## src/rtl/sha256_pkg.sv

```systemverilog
// Shared SHA-256 types, constants and bit functions for the round engine.
// The build macro SHA256_FEEDFORWARD_EN is consumed by sha256_round_engine, not here.
package sha256_pkg;

    typedef logic [31:0] word_t;
    typedef word_t [7:0] state_t;   // [7] = a ... [0] = h, same order as the 256-bit buses

    typedef enum logic [1:0] {
        ST_IDLE = 2'd0,
        ST_RUN  = 2'd1,
        ST_DONE = 2'd2
    } eng_state_t;

    localparam state_t IV = {
        32'h6a09e667, 32'hbb67ae85, 32'h3c6ef372, 32'ha54ff53a,
        32'h510e527f, 32'h9b05688c, 32'h1f83d9ab, 32'h5be0cd19
    };

    localparam word_t K_TABLE [64] = '{
        32'h428a2f98, 32'h71374491, 32'hb5c0fbcf, 32'he9b5dba5, 32'h3956c25b, 32'h59f111f1, 32'h923f82a4, 32'hab1c5ed5,
        32'hd807aa98, 32'h12835b01, 32'h243185be, 32'h550c7dc3, 32'h72be5d74, 32'h80deb1fe, 32'h9bdc06a7, 32'hc19bf174,
        32'he49b69c1, 32'hefbe4786, 32'h0fc19dc6, 32'h240ca1cc, 32'h2de92c6f, 32'h4a7484aa, 32'h5cb0a9dc, 32'h76f988da,
        32'h983e5152, 32'ha831c66d, 32'hb00327c8, 32'hbf597fc7, 32'hc6e00bf3, 32'hd5a79147, 32'h06ca6351, 32'h14292967,
        32'h27b70a85, 32'h2e1b2138, 32'h4d2c6dfc, 32'h53380d13, 32'h650a7354, 32'h766a0abb, 32'h81c2c92e, 32'h92722c85,
        32'ha2bfe8a1, 32'ha81a664b, 32'hc24b8b70, 32'hc76c51a3, 32'hd192e819, 32'hd6990624, 32'hf40e3585, 32'h106aa070,
        32'h19a4c116, 32'h1e376c08, 32'h2748774c, 32'h34b0bcb5, 32'h391c0cb3, 32'h4ed8aa4a, 32'h5b9cca4f, 32'h682e6ff3,
        32'h748f82ee, 32'h78a5636f, 32'h84c87814, 32'h8cc70208, 32'h90befffa, 32'ha4506ceb, 32'hbef9a3f7, 32'hc67178f2
    };

    function automatic word_t rotr(input word_t x, input int unsigned n);
        return (x >> n) | (x << (32 - n));
    endfunction

    function automatic word_t ch(input word_t e, input word_t f, input word_t g);
        return (e & f) ^ (~e & g);
    endfunction

    function automatic word_t maj(input word_t a, input word_t b, input word_t c);
        return (a & b) ^ (a & c) ^ (b & c);
    endfunction

    function automatic word_t big_sigma0(input word_t x);
        return rotr(x, 2) ^ rotr(x, 13) ^ rotr(x, 22);
    endfunction

    function automatic word_t big_sigma1(input word_t x);
        return rotr(x, 6) ^ rotr(x, 11) ^ rotr(x, 25);
    endfunction

    function automatic word_t small_sigma0(input word_t x);
        return rotr(x, 7) ^ rotr(x, 18) ^ (x >> 3);
    endfunction

    function automatic word_t small_sigma1(input word_t x);
        return rotr(x, 17) ^ rotr(x, 19) ^ (x >> 10);
    endfunction

endpackage

```

## src/rtl/sha256_round.sv

```systemverilog
// One combinational SHA-256 round: working variables a..h in, updated a..h out.
module sha256_round
    import sha256_pkg::*;
(
    input  logic [255:0] st_in,
    input  logic [31:0]  k,
    input  logic [31:0]  w,
    output logic [255:0] st_out
);

    word_t a, b, c, d, e, f, g, h;
    word_t t1, t2;

    assign {a, b, c, d, e, f, g, h} = st_in;

    always_comb begin
        t1     = h + big_sigma1(e) + ch(e, f, g) + k + w;
        t2     = big_sigma0(a) + maj(a, b, c);
        st_out = {t1 + t2, a, b, c, d + t1, e, f, g};
    end

endmodule

```

## src/rtl/sha256_round_engine.sv

```systemverilog
// SHA-256 compression engine, ROUNDS_PER_CYCLE rounds per clock.
// Build macro SHA256_FEEDFORWARD_EN adds the chaining value into the digest.
//
// state   | meaning
// --------+-----------------------------------------------
// ST_IDLE | waiting for a block, in_ready high
// ST_RUN  | applying R rounds per cycle, rounds 0..63
// ST_DONE | digest held, out_valid high until out_ready
module sha256_round_engine
    import sha256_pkg::*;
#(
    parameter int ROUNDS_PER_CYCLE = 1
) (
    input  logic         clk,
    input  logic         reset,
    input  logic         in_valid,
    output logic         in_ready,
    input  logic [511:0] block,
    input  logic [255:0] state_in,
    output logic         out_valid,
    input  logic         out_ready,
    output logic [255:0] digest
);

    localparam int         R        = ROUNDS_PER_CYCLE;
    localparam logic [5:0] STEP     = 6'(R);
    localparam logic [5:0] LAST_CNT = 6'(64 - R);

    if (!(R == 1 || R == 2 || R == 4 || R == 8 || R == 16)) begin : g_bad_rounds
        $error("sha256_round_engine: ROUNDS_PER_CYCLE must be 1, 2, 4, 8 or 16");
    end

    eng_state_t state_q, state_nxt;
    logic       accept, last_step;
    logic [5:0] rnd_q;
    state_t     work_q;
    state_t     digest_q, digest_nxt;
    word_t      w_win [16];
    word_t      w_ext [16 + R];
    state_t     st_chain [R + 1];

    always_ff @(posedge clk) begin
        if (reset) state_q <= ST_IDLE;
        else       state_q <= state_nxt;
    end

    always_comb begin
        state_nxt = state_q;
        in_ready  = 1'b0;
        out_valid = 1'b0;
        accept    = 1'b0;
        last_step = 1'b0;
        case (state_q)
            ST_IDLE: begin
                in_ready = 1'b1;
                if (in_valid) begin
                    accept    = 1'b1;
                    state_nxt = ST_RUN;
                end
            end
            ST_RUN: begin
                if (rnd_q == LAST_CNT) begin
                    last_step = 1'b1;
                    state_nxt = ST_DONE;
                end
            end
            ST_DONE: begin
                out_valid = 1'b1;
                if (out_ready) state_nxt = ST_IDLE;
            end
            default: state_nxt = ST_IDLE;
        endcase
    end

    // Extend the window by R words so the next window is w_ext[R .. R+15].
    always_comb begin
        for (int i = 0; i < 16; i++) w_ext[i] = w_win[i];
        for (int j = 0; j < R; j++) begin
            w_ext[16 + j] = small_sigma1(w_ext[14 + j]) + w_ext[9 + j]
                          + small_sigma0(w_ext[1 + j]) + w_ext[j];
        end
    end

    assign st_chain[0] = work_q;

    for (genvar j = 0; j < R; j++) begin : g_round
        sha256_round u_round (
            .st_in  (st_chain[j]),
            .k      (K_TABLE[rnd_q + 6'(j)]),
            .w      (w_ext[j]),
            .st_out (st_chain[j + 1])
        );
    end

`ifdef SHA256_FEEDFORWARD_EN
    state_t h_init_q;

    always_ff @(posedge clk) begin
        if (reset)       h_init_q <= '0;
        else if (accept) h_init_q <= state_in;
    end

    always_comb begin
        for (int i = 0; i < 8; i++) digest_nxt[i] = h_init_q[i] + st_chain[R][i];
    end
`else
    assign digest_nxt = st_chain[R];
`endif

    always_ff @(posedge clk) begin
        if (reset) begin
            work_q   <= '0;
            rnd_q    <= '0;
            digest_q <= '0;
            for (int i = 0; i < 16; i++) w_win[i] <= '0;
        end else if (accept) begin
            work_q <= state_in;
            rnd_q  <= '0;
            for (int i = 0; i < 16; i++) w_win[i] <= block[511 - 32*i -: 32];
        end else if (state_q == ST_RUN) begin
            work_q <= st_chain[R];
            rnd_q  <= rnd_q + STEP;
            for (int i = 0; i < 16; i++) w_win[i] <= w_ext[i + R];
            if (last_step) digest_q <= digest_nxt;
        end
    end

    assign digest = digest_q;

endmodule

```

## config.mk

```make
export PLATFORM = sky130hd
export DESIGN_NAME = sha256_round_engine
export DESIGN_NICKNAME = d
export VERILOG_FILES = /design/src/rtl/sha256_pkg.sv /design/src/rtl/sha256_round.sv /design/src/rtl/sha256_round_engine.sv
export SDC_FILE = /design/constraint.sdc
export NUM_CORES = 2
export LEC_CHECK = 0
export ABC_AREA = 1
export CELL_PAD_IN_SITES_DETAIL_PLACEMENT = 1
export CELL_PAD_IN_SITES_GLOBAL_PLACEMENT = 2
export CORE_MARGIN = 3
export CORE_UTILIZATION = 35
export CTS_BUF_LIST = sky130_fd_sc_hd__clkbuf_4 sky130_fd_sc_hd__clkbuf_8
export DETAILED_ROUTE_END_ITERATION = 8
export GPL_ROUTABILITY_DRIVEN = 0
export PLACE_DENSITY = 0.95
export RECOVER_POWER = 50
export SYNTH_ARGS = -nofsm -noshare
export SYNTH_HDL_FRONTEND = slang
export SYNTH_HIERARCHICAL = 1
export SYNTH_SLANG_ARGS = --single-unit
```

## constraint.sdc

```tcl
create_clock -name clk -period 21.5 [get_ports clk]
set_clock_uncertainty 0.1 [all_clocks]
set_input_delay 3.225 -clock clk [delete_from_list [all_inputs] [get_ports clk]]
set_output_delay 3.225 -clock clk [all_outputs]
set_load 0.02 [all_outputs]
```

* Word-level counts from Yosys, hierarchy flattened
Memories as Yosys holds them, arrays and structs flattened. Index checks and enable logic that the tools add are counted.
Storage, ports and cells: bits in registers 520, RAM bits 512, ROM bits 2048, input bits 772, output and inout bits 258, memories kept 2
Cells by class: $add $sub $neg 11, magnitude comparators 1, equal/unequal tests 6, multiplexer cells 55, bitwise gates (word level) 61, reductions and logical operators 5
Memories:
- (name not given) | words 64, width 32, rd ports 1, clocked after memory_dff 0, wr ports 0, line sha256_round_engine.sv:89 | .k (K_TABLE[rnd_q + 6'(j)]),
- w_win | words 16, width 32, rd ports 16, clocked after memory_dff 0, wr ports 16, line sha256_round_engine.sv:38 | word_t w_win [16];
Operator list (count):
- 2-to-1 mux 32 bit | 34
- 2-to-1 mux 256 bit | 2
- adder 32 bit | 10
- bitwise XOR 32 bit | 9
- bitwise AND 32 bit | 5
- NOT 32 bit | 1
- OR 1 bit | 32
- OR 10 x 32 -> 32 bit | 1
- OR 13 x 32 -> 32 bit | 1
- OR 14 x 32 -> 32 bit | 1
- OR 15 x 32 -> 32 bit | 1
- OR 19 x 32 -> 32 bit | 1
- OR 21 x 32 -> 32 bit | 1
- OR 25 x 32 -> 32 bit | 1
- OR 26 x 32 -> 32 bit | 1
- OR 30 x 32 -> 32 bit | 1
- OR 7 x 32 -> 32 bit | 1
- bitwise XOR 32 x 22 -> 32 bit | 1
- bitwise XOR 32 x 29 -> 32 bit | 1
- 2-to-1 mux 1 bit | 15
- greater-or-equal comparator 7 bit (second input constant) | 1
- NOT 6 -> 7 bit | 1
- adder 6 x 1 -> 6 bit (second input constant) | 1
- == test 6 bit (second input constant) | 1
- other kinds (10) | 15

* Depth between registers and ports, before layout
depth in word-level cells 10, depth in mapped cells 43

* By module
The synthesis kept the hierarchy.
Modules (own cells, without submodules):
- sha256_round_engine | times used 1, cells each 6064, area each 49910.4 um2, seq. area each 25784.7 um2
- sha256_round | times used 1, cells each 1778, area each 12346.8 um2, seq. area each 0.0 um2

* Worst setup path after synthesis
Ideal clock, no wire load.
kind input -> register, start input reset, end memory w_win[0][100] in the netlist's numbering, enable pin, library setup time 1762 ps, arrival time 7639 ps, setup slack 11998 ps, stages 5, cell sequence buf_2 -> nor2_1 -> buf_2 -> buf_2 -> nand2_1
RTL lines:
- from (decl) | line sha256_round_engine.sv:15 | input logic reset,
- to (decl) | line sha256_round_engine.sv:38

==> key figures <==
Final layout
  • Fraction of final layout cells with drive strength greater than 1: 4.94%
  • Layout overhead on the synthesized area: 23.3%
  • Number of inserted filler cells in the final layout: 21,284
  • Fin nets: 9,620
  • Final core utilization: 43.5%

Min path
  • Hold path start: digest[41]$_SDFFE_PP0P_
  • Worst Hold Class: reg -> reg
  • End of the worst hold path: digest[41]$_SDFFE_PP0P_
  • Cells on Worst Hold Path: 2

Route
  • Highest routed layer: met5
  • DRC viols: 19
  • Total length of routed wires: 307 mm
  • Met2 Routed Length: around 140 mm
  • WL met3: 27.8 mm
  • Detailed-routing iteration count for the pre-antenna-repair pass: 9
  • First DRT Iteration DRCs: 6,722
  • WL per Instance: 27.7 µm
  • Post-route antenna net violation count: 0
  • Wire length the detailed router placed on met1: 114 mm
  • Number of vias in the routed layout: 60,764
  • Number of vias per cell: 5.48

Die
  • Die extent in x: 428 µm
  • Top-level I/O count: 1,030
  • Row cnt: 154
  • Die footprint: 0.183 mm²
  • Vert. Die Dim: about 430 µm
  • Area of the core: 0.176 mm²
  • Initial standard-cell utilization of the core: 35.3%

CTS
  • Number of setup buffers added after CTS: 0
  • Count of hold-fix buffers inserted at cts: 0
  • PostCTS Resize Cnt: 0
  • Clock Root Buffer: clkbuf_8
  • Clock Sink Count: between 1,000 and 1,500
  • Clk slew on worst S/H paths: roughly 60 ps
  • Maximum buffer depth of the clock tree: 3
  • Clk_lat worst skew: 990 ps
  • CTS tree: yes
  • H-tree depth: 4
  • Number of CTS-inserted buffers: 185

Logic synthesis
  • Most numerous cell in the Yosys netlist: nand2_1
  • Seq cells post-synth: 1,032
  • Synth warnings: 6
  • Net count after synthesis: just under 9,000
  • Share of synthesized registers carrying an async set or reset: 0%
  • Leading post-synthesis cells by cell area: edfxtp_1 25%, dfxtp_1 17%, nand2_1 16%, fa_1 6.0%, inv_1 5.7%
  • Number of enable flip-flop cells after synthesis: 512
  • Most used flip-flop cell after synthesis: dfxtp_1
  • Post-synthesis sequential area ratio: between 40% and 50%
  • Library cells used by synthesis: 65
  • Synthesized netlist cell count: 7,842
  • Ranking of synthesized cells by instance count: 2,726 x nand2_1, 945 x inv_1, 520 x dfxtp_1
  • Cell area after synthesis: 0.0623 mm²
  • Synth area leader: edfxtp_1
  • Post-synth top area share: 24.7%
  • Mean cell area of the mapped netlist: 7.94 µm²

Worst setup path
  • Endpoint class of the critical path: flip-flop
  • CP Max Fanout: ~100
  • Worst Reg-to-Reg Cells: 6
  • Flop2flop setup slack: between 10,000 and 15,000 ps
  • Req. time, crit path: 22,030 ps
  • Crit start category: input pin
  • Reg-to-Reg Start: state_q[0]$_SDFFE_PP0P_
  • Arrival time of the worst setup path: approximately 15,000 ps
  • Critical path start-end classification: in -> reg
  • Endpoint of the worst register-to-register path: w_win[1][61]$_DFFE_PP_

GRT
  • Vias in the first global route: 61,062
  • Global route overflow: 0
  • Overall Global Routing Usage: 32.1%
  • First-pass GRT wire length: 426 mm
  • Maximum number of pins on one net before global-route repair: 226
  • Number of antenna violations at the first check in global routing: 93

Outcome
  • Violations in the final reports: DRC, capacitance limit, slew limit
  • Outcome: finished, violations left

STA
  • Number of max-slew violations in the final report: approximately 1,200
  • Final period demand of the worst path: 13,970 ps
  • Hold Fails Final Rpt: 0
  • Maximum clock frequency: around 0.072 GHz
  • Max-slew headroom at the worst pin: -216%
  • Post-layout worst setup margin: roughly 7500 ps
  • RSZ-0062 raised after global routing: false
  • Total negative setup slack: 0 ps
  • Setup Viol. Count Final: 0
  • Measured slew at the worst slew-check pin: 4730 ps
  • Part of the cycle the worst path needs: 65.0%

Power
  • Leakage power of the design: 35.0 nW
  • Maximum vdd ir drop: 257 µV
  • Pwr per Cell Area: 200 mW/mm²

Run
  • Max-Cap Viols: 16

Place
  • # port buffers: 1,029
  • Detailed placer's ending HPWL: 238 mm
  • Worst Setup Slack post-DPL: 13,090 ps
-- cells in the final DEF, fill, tap and decap left out, types with 35 or more instances in the layout --
| cell | instances |
|---|---|
| a31oi_1 | 267 |
| ha_1 | 141 |
| inv_1 | 944 |
| o21bai_1 | 45 |
| buf_4 | 35 |
| a22o_1 | 142 |
| o21ai_0 | 226 |
| fa_1 | 187 |
| nand2_1 | 2725 |
| a32o_1 | 96 |
| clkbuf_8 | 214 |
| dfxtp_1 | 520 |
| nor2_1 | 356 |
| dlygate4sd3_1 | 254 |
| edfxtp_1 | 512 |
| nand3_1 | 143 |
| clkbuf_4 | 57 |
| a21oi_1 | 381 |
| clkdlybuf4s50_1 | 774 |
| diode_2 | 81 |
| xor2_1 | 187 |
| xnor2_1 | 146 |
-- layout make-up --
type | count | area (µm²) | share of cell area [%]
well taps | 2340 | 2930 | 3.81
repair buffers | 1078 | 10700 | 13.9
multi-input cells | 5268 | 29700 | 38.7
flip-flops and latches | 1032 | 25800 | 33.6
diodes | 81 | 203 | 0.264
clock inverters | 65 | 504 | 0.657
clock buffers | 271 | 3370 | 4.39
inverters | 955 | 3610 | 4.70
-- cells by family after synthesis --
logic type | count (synthesis) | share of synthesized area (%)
AOI/OAI and AO/OA | 1264 | 13.0
xor gates and xnor gates | 333 | 4.68
adders and majority gates | 329 | 8.86
buffers and inverters | 1542 | 10.9
DFF | 1032 | 41.4
muxes | 31 | 0.557
and+or+nand+nor | 3311 | 20.6
-- flip-flops by register name, summed over array words and instances (netlist names) --
signal	flops
w_win	512
st_chain	256
state_q	2
rnd_q	6
digest	256
-- critical path: stages --
cell and delay (ps):
clkbuf_1 2830, clkinvlp_2 4980, clkbuf_1 2200, nand3_1 810, o21ai_0 170
-- per-layer routing --
metal | GRT usage [%] | up-vias
met4 | 22.7 | 22
met2 | 51.1 | 3268
met5 | 0 | -
met3 | 8.03 | 972
li1 | - | 26573
met1 | 37.8 | 29929
-- where the power goes --
| group | internal (mW) | switching [mW] |
|---|---|---|
| sequential | 2.31 | 0.347 |
| combinational | 3.29 | 7.41 |
| clock | 1.06 | 0.931 |
-- stage by stage --
step / hold WS [ps] / cells / instance area, µm² / power [mW]
after floorplan: 354 / 7842 / 62300 / 9.35
after global placement: 349 / 10673 / 72800 / 12.7
after detailed placement: 353 / 10673 / 72800 / 13.0
after CTS: 362 / 11009 / 76700 / 15.1
after global routing: 373 / 11068 / 76700 / 16.4
final: 358 / 11090 / 76800 / 15.3
-- how the worst max path moves through the flow --
stage,slack (ps),to,start
floorplan,12000,w_win[0][100]$_SDFFCE_PN0P_,reset
global placement,13250,st_chain[507]$_SDFFE_PP0P_,rnd_q[3]$_SDFFE_PP0P_
detailed placement,13090,st_chain[502]$_SDFFE_PP0P_,rnd_q[3]$_SDFFE_PP0P_
CTS,13010,st_chain[499]$_SDFFE_PP0P_,rnd_q[1]$_SDFFE_PP0P_
global route,7100,w_win[1][0]$_DFFE_PP_,reset
finish,7530,w_win[1][0]$_DFFE_PP_,reset
(Power assumes the default switching activity.)
